$ cat src/rtl/add_accumulator_pkg.sv
// Shared definitions for the streaming add accumulator: FSM state type and
// default datapath widths.
package add_pkg;

    // Two-state frame controller: summing operands, or presenting a result.
    typedef enum logic {
        ACCUM = 1'b0,
        HOLD  = 1'b1
    } state_t;

    localparam int DEFAULT_WIDTH = 4;
    localparam int DEFAULT_CNT_W = 4;

endpackage : add_pkg

$ cat src/rtl/add_accumulator_carry_chain_adder.sv
// Ripple-carry adder built from WIDTH chained full adders.
module carry_chain_adder #(
    parameter int WIDTH = add_pkg::DEFAULT_WIDTH
) (
    input  logic [WIDTH-1:0] a,
    input  logic [WIDTH-1:0] b,
    input  logic             cin,
    output logic [WIDTH-1:0] sum,
    output logic             cout
);

    logic [WIDTH:0] carry;

    assign carry[0] = cin;

    // One full adder per bit; each stage's carry feeds the next.
    for (genvar i = 0; i < WIDTH; i++) begin : g_fa
        assign sum[i]     = a[i] ^ b[i] ^ carry[i];
        assign carry[i+1] = (a[i] & b[i]) | (carry[i] & (a[i] ^ b[i]));
    end

    assign cout = carry[WIDTH];

endmodule : carry_chain_adder

$ cat src/rtl/add_accumulator.sv
// Streaming multi-operand accumulator: sums one operand per cycle over a
// valid/ready input and presents total, sticky carry and operand count on a
// valid/ready output once the frame's last operand has been absorbed.
module add_accumulator
    import add_pkg::*;
#(
    parameter int WIDTH = DEFAULT_WIDTH,
    parameter int CNT_W = DEFAULT_CNT_W
) (
    input  logic             clk,
    input  logic             rst,
    input  logic             in_valid,
    output logic             in_ready,
    input  logic [WIDTH-1:0] in_data,
    input  logic             in_last,
    output logic             out_valid,
    input  logic             out_ready,
    output logic [WIDTH-1:0] out_sum,
    output logic             out_carry,
    output logic [CNT_W-1:0] out_count
);

    state_t             state_q, state_d;
    logic [WIDTH-1:0]   acc_q, acc_d;
    logic               carry_q, carry_d;
    logic [CNT_W-1:0]   count_q, count_d;

    logic [WIDTH-1:0]   add_sum;
    logic               add_cout;

    // Single adder shared by every beat; acc is zero at frame start, so the
    // first beat's carry-out is naturally zero.
    carry_chain_adder #(
        .WIDTH (WIDTH)
    ) u_adder (
        .a    (acc_q),
        .b    (in_data),
        .cin  (1'b0),
        .sum  (add_sum),
        .cout (add_cout)
    );

    // Handshake outputs are decoded from state alone, so neither ready nor
    // valid has a combinational path from the opposite side.
    assign in_ready  = (state_q == ACCUM);
    assign out_valid = (state_q == HOLD);

    assign out_sum   = acc_q;
    assign out_carry = carry_q;
    assign out_count = count_q;

    // Next-state logic for the frame controller and accumulation registers.
    always_comb begin
        // NOTE: every signal gets a default up front so no path through the
        // case leaves one unassigned, which would infer a latch.
        state_d = state_q;
        acc_d   = acc_q;
        carry_d = carry_q;
        count_d = count_q;

        case (state_q)
            ACCUM: begin
                if (in_valid) begin
                    acc_d   = add_sum;
                    carry_d = carry_q | add_cout;
                    if (count_q != {CNT_W{1'b1}}) begin
                        count_d = count_q + CNT_W'(1);
                    end
                    if (in_last) begin
                        state_d = HOLD;
                    end
                end
            end
            HOLD: begin
                if (out_ready) begin
                    acc_d   = '0;
                    carry_d = 1'b0;
                    count_d = '0;
                    state_d = ACCUM;
                end
            end
            default: begin
                state_d = ACCUM;
            end
        endcase
    end

    // State and datapath registers with synchronous reset.
    always_ff @(posedge clk) begin
        // NOTE: sequential state uses non-blocking assignments so every
        // register samples its pre-edge value regardless of statement order.
        if (rst) begin
            state_q <= ACCUM;
            acc_q   <= '0;
            carry_q <= 1'b0;
            count_q <= '0;
        end else begin
            state_q <= state_d;
            acc_q   <= acc_d;
            carry_q <= carry_d;
            count_q <= count_d;
        end
    end

endmodule : add_accumulator

$ cat config.mk
export PLATFORM = sky130hd
export DESIGN_NAME = add_accumulator
export DESIGN_NICKNAME = d
export VERILOG_FILES = /design/src/rtl/add_accumulator_pkg.sv /design/src/rtl/add_accumulator_carry_chain_adder.sv /design/src/rtl/add_accumulator.sv
export SDC_FILE = /design/constraint.sdc
export NUM_CORES = 1
export LEC_CHECK = 0
export ABC_AREA = 0
export BUFFER_PORTS_ARGS = -buffer_cell sky130_fd_sc_hd__buf_2
export CAP_MARGIN = 0
export CORE_AREA = 2 2 39 41
export DETAILED_ROUTE_END_ITERATION = 8
export DIE_AREA = 0 0 41 43
export GPL_ROUTABILITY_DRIVEN = 0
export GPL_TIMING_DRIVEN = 0
export PLACE_DENSITY = 0.7
export SYNTH_ARGS = -nofsm -noshare
export SYNTH_HDL_FRONTEND = slang
export SYNTH_HIERARCHICAL = 1
export SYNTH_SLANG_ARGS = --single-unit
$ cat constraint.sdc
create_clock -name clk -period 6.1 [get_ports clk]
set_clock_uncertainty 0.2 [all_clocks]
set_input_delay 0.305 -clock clk [delete_from_list [all_inputs] [get_ports clk]]
set_output_delay 0.305 -clock clk [all_outputs]
set_load 0.01 [all_outputs]
=== Yosys cells after proc, flatten, opt, wreduce, memory -nomap -nowiden ===
Cells that the tools add are included.

* Reduce and logical (&&, ||, !) cells: 2
* Bitwise gates (word level): 19
* $add $sub $neg: 1
* Multiplexer cells: 13
* Eq/ne operators: 4

{| class="wikitable"
|+ Operators by type and width
! kind !! number
|-
| 2-to-1 mux 4 bit || 4
|-
| case mux 4 bit (2 select lines) || 2
|-
| AND 1 bit || 7
|-
| XOR 1 bit || 7
|-
| 2-to-1 mux 1 bit || 5
|-
| adder 4 x 1 -> 4 bit, second input constant || 1
|-
| != test 2 bit, second input constant || 2
|-
| != test 4 bit, second input constant || 1
|-
| bitwise OR 1 bit || 4
|-
| case mux 1 bit (2 select lines) || 2
|-
| AND reduction 3 bit || 1
|-
| != test 2 x 1 -> 1 bit, second input constant || 1
|-
| AND reduction 2 bit || 1
|-
| inverter 1 bit || 1
|}

* Bits of input ports: 9
* Flip-flop bits (word level): 10

=== Logic depth before layout (Yosys ltp) ===
Gate-level depths: netlist of run 1.

* Depth in word-level cells: 10
* Depth in mapped cells: 10

=== Cells and area by module ===
The synthesis of run 1 kept the hierarchy.

{| class="wikitable"
|+ By module, submodules not included
! module !! times used !! area an instance (µm²) !! cells an instance !! sequential area each (µm²)
|-
| add_accumulator || 1 || 445.4 || 49 || 200.2
|-
| carry_chain_adder || 1 || 117.6 || 14 || 0.0
|}

=== Worst setup path before layout of run 1 ===
OpenSTA, ideal clock, no wires.

* Kind: reg-to-reg
* From: register acc_q[0] (netlist: out_sum[0])
* To: register acc_q[3] (netlist: out_sum[3])
* Library setup time: 0.065 ns
* Slack: 3.827 ns
* Data required time: 5.835 ns
* Arrival: 2.008 ns
* Cell stages (with the launch flop): 11
* Cells stage by stage: dfxtp_1 -> fa_1 -> inv_1 -> fa_1 -> inv_1 -> fa_1 -> inv_1 -> fa_1 -> inv_1 -> a22oi_1 -> nor2_1

* Cells in the longest elaborated chain, start to end: 8

{| class="wikitable"
|+ RTL lines
! what !! RTL line !! source
|-
| start: declaration || add_accumulator.sv:24 || <nowiki>logic [WIDTH-1:0] acc_q, acc_d;</nowiki>
|-
| start signal: assignment || add_accumulator.sv:94 || <nowiki>acc_q <= '0;</nowiki>
|-
| start signal: assignment || add_accumulator.sv:99 || <nowiki>acc_q <= acc_d;</nowiki>
|-
| AND 1 bit (2 in a row) || add_accumulator_carry_chain_adder.sv:19 || <nowiki>assign carry[i+1] = (a[i] & b[i]) | (carry[i] & (a[i] ^ b[i]));</nowiki>
|-
| bitwise OR 1 bit || add_accumulator_carry_chain_adder.sv:19 ||
|-
| AND 1 bit || add_accumulator_carry_chain_adder.sv:19 ||
|-
| bitwise OR 1 bit || add_accumulator_carry_chain_adder.sv:19 ||
|-
| XOR 1 bit || add_accumulator_carry_chain_adder.sv:18 || <nowiki>assign sum[i] = a[i] ^ b[i] ^ carry[i];</nowiki>
|-
| via add_sum[3] || add_accumulator.sv:28 || <nowiki>logic [WIDTH-1:0] add_sum;</nowiki>
|-
| 2-to-1 mux 4 bit || add_accumulator.sv:63 || <nowiki>if (in_valid) begin</nowiki>
|-
| case mux 4 bit (2 select lines) || add_accumulator.sv:61 || <nowiki>case (state_q)</nowiki>
|}

The timed path passes the listed nets, and every way through them passes these cells. The select of a mux whose other input is x is not followed.
A chain may end at the register's enable or synchronous reset.

=== Worst setup path after layout of run 1 ===
Ends and elaborated chain as after synthesis.

==> flow_summary.toml, run 1 <==
[outcome]
status = "finished clean"

[die]
die_x_um = 41
dieHeight_um = 43
rows = 14
die_area_um2 = 1760
io-pin-count = 20
core_area_um2 = 1380
start_util = 0.407

[global_route]
grt_pass1_wl_mm = 1.77
grt_max_degree = 11
antenna_found_initial = 0
grt_usage = 0.152
first_global_vias = 435
gr-total-overflow = 0

[worst_hold_path]
hold_depth = 3
holdPathEnd = "out_valid$_SDFF_PP0_"
min_path_type = "input port to register"
hold_start = "in_last"

[worst_setup_path]
critPathLaunchType = "register"
critPathRequiredTime_ns = 6.11
worstPathArrival_ns = 2.33
critPathKind = "register to register"
ff2ff_path_depth = 10
r2r-end = "out_sum[3]$_SDFFE_PP0P_"
r2r_slack_ns = 3.78
worstSetupEndpointType = "register"
r2r-start = "out_sum[0]$_SDFFE_PP0P_"
cp_max_fo = 3

[clocking]
numCtsBuffers = 3
cts_setup_buffers = 0
hold_buffers = 0
cts_buffer_depth = 2
path_clk_slew_ns = 0.07
cts_tree = "built"
clk_latency_ns = 0.27
cts_root_buffer = "clkbuf_4"
ctsResizeCount = 0
cts_sinks = 10
htreeDepth = 1

[logic_synthesis]
synthTopCellsByArea = "dfxtp_1 36%, fa_1 14%, inv_1 9.3%"
ys_seq_area_frac = 0.356
synth_flop_cell = "dfxtp_1"
synth_area_leader_cell = "dfxtp_1"
syn_area_per_cell_um2 = 8.94
syn_inst = 63
syn_nets = 77
yosysWarningCount = 6
synth_edf_count = 0
synth.top_cell.area_share = 0.356
synth_area_um2 = 563
synthTopCellsByCount = "14 x inv_1, 10 x dfxtp_1, 7 x nor2_1"
synth_most_common_cell = "inv_1"
yosysUniqueCellTypes = 23
async_flop_share = 0
synth_seq_cells = 10

[sta]
setup_tns_ns = 0
period_minus_slack_ns = 2.32
fin_ws_ns = 3.78
min_period_over_period = 0.381
hold_ws_ns = 0.0742
setup_viol = 0
finalMaxSlewViolations = 0
hold_viol = 0
max_freq_ghz = 0.430
rsz0062_at_grt = "false"

[routing]
wl_per_cell_um = 10.4
dr_total_vias = 503
drt_iter0_drc = 9
drc = 0
postRouteAntennaNets = 0
via_per_inst = 4.98
first_pass_iters = 4
routed_wl_mm = 1.05

[final_layout]
post_layout_nonfiller_instances = 101
final_area_um2 = 709
layout-drive-gt1-share = 0.294
n_fill_cell = 144
utilization = 0.513
area_growth_pct = 26.0
num-nets-final = 100
diodes = 0

[placed_design]
preCtsSetupSlack_ns = 3.71
dp_cells = 97
portBuffers = 18
hpwlAfterDp_um = 808
placed_cell_area_um2 = 673

[power_and_ir_drop]
swShare = 0.277
power_switching_mw = 0.0476
internal_power_mw = 0.124
combPwrFrac = 0.216
power_frac_clock = 0.347
ir_drop_uv = 107
power_density_nw_per_um2 = 242
pwr-share-seq = 0.438
leakage_nw = 0.354
totalPowerFinal_mw = 0.172

[flow_run]
maxCapViolations = 0
-- metal layers --
layer	up-vias	share of wire	track usage
met5	-	0	0
met4	0	0.0076	0.0600
met3	2	0.061	0.0785
met2	14	0.45	0.194
met1	235	0.48	0.213
li1	252	-	-
-- critical path, cell delays in order (launching register included) --
cell     delay, ns
dfxtp_1       0.34
fa_1          0.41
inv_1         0.07
fa_1          0.15
inv_1         0.05
fa_1          0.35
inv_1         0.07
fa_1          0.40
inv_1         0.06
a22oi_1       0.07
nor2_1        0.10
-- cell usage in the layout, fill, tap and decap left out, types with 3 or more instances in the layout --
master and instances:
buf_2 18, inv_1 14, a21oi_1 3, clkbuf_4 3, dfxtp_1 10, nor2_1 7, a22oi_1 5, o21ai_0 4
fa_1 4
-- power groups by stage --
stage | combinational [mW] | clock, mW | sequential [mW]
detailed placement | 0.0377 | 0 | 0.0768
global placement | 0.0366 | 0 | 0.0767
global route | 0.0444 | 0.0642 | 0.0761
floorplan | 0.0229 | 0 | 0.0787
finish | 0.0370 | 0.0596 | 0.0752
CTS | 0.0379 | 0.0622 | 0.0753
-- sequential cells by signal, indices dropped and copies added, names as in the netlist --
register and cells:
out_carry 1, out_count 4, out_sum 4, out_valid 1
-- how the worst max path moves through the flow --
stage	startpoint	endpoint	slack (ns)	cells after the start
2_1_floorplan	out_sum[0]$_SDFFE_PP0P_	out_sum[3]$_SDFFE_PP0P_	3.83	10
3_3_place_gp	in_data[0]	out_sum[3]$_SDFFE_PP0P_	3.74	11
3_5_place_dp	in_data[0]	out_sum[3]$_SDFFE_PP0P_	3.71	11
4_1_cts	out_sum[0]$_SDFFE_PP0P_	out_sum[3]$_SDFFE_PP0P_	3.74	10
5_1_grt	out_sum[0]$_SDFFE_PP0P_	out_sum[3]$_SDFFE_PP0P_	3.61	10
6_report	out_sum[0]$_SDFFE_PP0P_	out_sum[3]$_SDFFE_PP0P_	3.78	10
-- area by class of cell --
cell class                 instances  area (um^2)  share of cell area
inverter                          14         52.6              0.0741
timing repair buffer              18         90.1               0.127
clock buffer                       4         36.3              0.0511
tap                               16         20.0              0.0282
multi-input combinational         36          292               0.411
sequential                        10          200               0.282
buffer                             3         18.8              0.0265
-- logic make-up after synthesis --
kind of cell | count (synthesis) | share of synthesized area
AOI/OAI and AO/OA | 17 | 0.209
adders and majority gates | 5 | 0.164
buffers and inverters | 17 | 0.127
DFF | 10 | 0.356
muxes | 1 | 0.0178
other | 1 | 0.00666
and+or+nand+nor | 12 | 0.120
(Power assumes the default switching activity.)
==> inputs of run 2 (changes only) <==
==> constraint.sdc (replaced) <==
create_clock -name clk -period 2.4 [get_ports clk]
set_clock_uncertainty 0.2 [all_clocks]
set_input_delay 0.12 -clock clk [delete_from_list [all_inputs] [get_ports clk]]
set_output_delay 0.12 -clock clk [all_outputs]
set_load 0.01 [all_outputs]
==> flow_summary.toml, run 2 (synthesis results as in run 1) <==
[die]
io-pin-count = 20
rows = 14
start_util = 0.407
die_x_um = 41
core_area_um2 = 1380
dieHeight_um = 43
die_area_um2 = 1760

[worst_setup_path]
slowest_stage = "fa_1"
max_stage_delay_ns = 0.40
critical_path_buf_inv_count = 4
worstSetupEndpointType = "register"
critPathRequiredTime_ns = 2.40
critPathLaunchType = "register"
critPathKind = "register to register"
cp_cell_sequence = "fa_2 > inv_2 > fa_2 > inv_2 > fa_2 > inv_2 > fa_1 > inv_1 > a22oi_1 > nor2_1"
cp_max_fo = 3
worstPathArrival_ns = 2.28
cp_top_family = "adder cells"

[final_layout]
diodes = 0
num-nets-final = 103
final_cell_mix = "18 x buf_2, 11 x inv_1, 9 x dfxtp_1"
post_layout_nonfiller_instances = 104
layout-drive-gt1-share = 0.364
n_fill_cell = 138
area_growth_pct = 33.3
seqCellArea_um2 = 204
multi_input_comb_area_um2 = 299
mostFrequentLayoutCell = "buf_2"

[placed_design]
dp_cells = 97
hpwlAfterDp_um = 808
portBuffers = 18
preCtsSetupSlack_ns = 0.0612

[routing]
via_per_inst = 4.89
routed_wl_mm = 1.09
first_pass_iters = 4
wl_per_cell_um = 10.5
drc = 0
drt_iter0_drc = 7
dr_total_vias = 509
postRouteAntennaNets = 0

[clocking]
clk_latency_ns = 0.27
numCtsBuffers = 3
htreeDepth = 1
cts_root_buffer = "clkbuf_4"
cts_tree = "built"
cts_sinks = 10
path_clk_slew_ns = 0.07
cts_buffer_depth = 2

[power_and_ir_drop]
power_density_nw_per_um2 = 594
ir_drop_uv = 263
leakage_nw = 0.360

[outcome]
status = "finished clean"

[global_route]
grt_usage = 0.155
grt_pass1_wl_mm = 1.81
antenna_found_initial = 0
first_global_vias = 447
gr-total-overflow = 0
grt_max_degree = 11

[worst_hold_path]
min_path_type = "input port to register"

[sta]
hold_viol = 0
finalMaxSlewViolations = 0
rsz0062_at_grt = "true"
setup_viol = 0
max_freq_ghz = 0.439
period_minus_slack_ns = 2.28
fin_ws_ns = 0.123
min_period_over_period = 0.949

[flow_run]
maxCapViolations = 0
## run 2: cell types whose count changed in the layout (fill, tap and decap cells not counted), sizes merged
| cell | change |
|---|---|
| dlygate4sd3 | +3 |
## run 2: metrics by stage
stage | util | total power [mW] | area (um^2) | TNS [ns] | hold WS, ns
floorplan | - | 0.258 | 563 | 0 | 0.0627
detailed placement | 0.486 | 0.291 | 673 | 0 | 0.168
global route | 0.542 | 0.480 | 751 | -0.00415 | 0.0763
global placement | 0.486 | 0.288 | 673 | 0 | 0.156
CTS | 0.534 | 0.450 | 739 | 0 | 0.0338
finish | 0.542 | 0.446 | 751 | 0 | 0.0378
## run 2: cell type report
class,instances,share of cell area
Buffer,3,0.0250
Clock buffer,4,0.0483
Inverter,14,0.0700
Multi-Input combinational cell,36,0.398
Sequential cell,10,0.272
Tap cell,16,0.0267
Timing Repair Buffer,21,0.160
## run 2: metal layers
metal | part of all wire | vias to the layer above | track usage
li1 | - | 258 | -
met3 | 0.059 | 2 | 0.0785
met5 | 0 | - | 0
met2 | 0.45 | 14 | 0.200
met1 | 0.48 | 235 | 0.217
met4 | 0.0074 | 0 | 0.0600
## run 2: timing repair
item	in CTS	in global routing
resized for setup	0	8
setup buffers	0	0
setup endpoints to repair	0	1
hold endpoints to repair	2	0
hold buffers	3	0
## run 2: worst paths after layout
path | from | endpoint | slack (ns) | depth (start not counted)
worst max-delay path | out_sum[0]$_SDFFE_PP0P_ | out_sum[3]$_SDFFE_PP0P_ | 0.12 | 10
worst min-delay path | rst | out_sum[2]$_SDFFE_PP0P_ | 0.04 | 2
worst max register to register | out_sum[0]$_SDFFE_PP0P_ | out_sum[3]$_SDFFE_PP0P_ | 0.12 | 10
worst min register to register | out_carry$_SDFFE_PP0P_ | out_carry$_SDFFE_PP0P_ | 0.32 | 2
## run 2: worst reg2reg max path, cell delays in order, from the launching register on
cell and delay, ns:
dfxtp_4 0.35, fa_2 0.33, inv_2 0.06, fa_2 0.19, inv_2 0.04, fa_2 0.34, inv_2 0.06, fa_1 0.40
inv_1 0.06, a22oi_1 0.07, nor2_1 0.12
## run 2: report_power, final
| part | switching, mW | leakage, nW | total (mW) | internal, mW |
|---|---|---|---|---|
| Combinational | 0.0521 | 0.257 | 0.103 | 0.0513 |
| Clock | 0.0593 | 0.0210 | 0.151 | 0.0921 |
| Sequential | 0.0124 | 0.0825 | 0.191 | 0.179 |
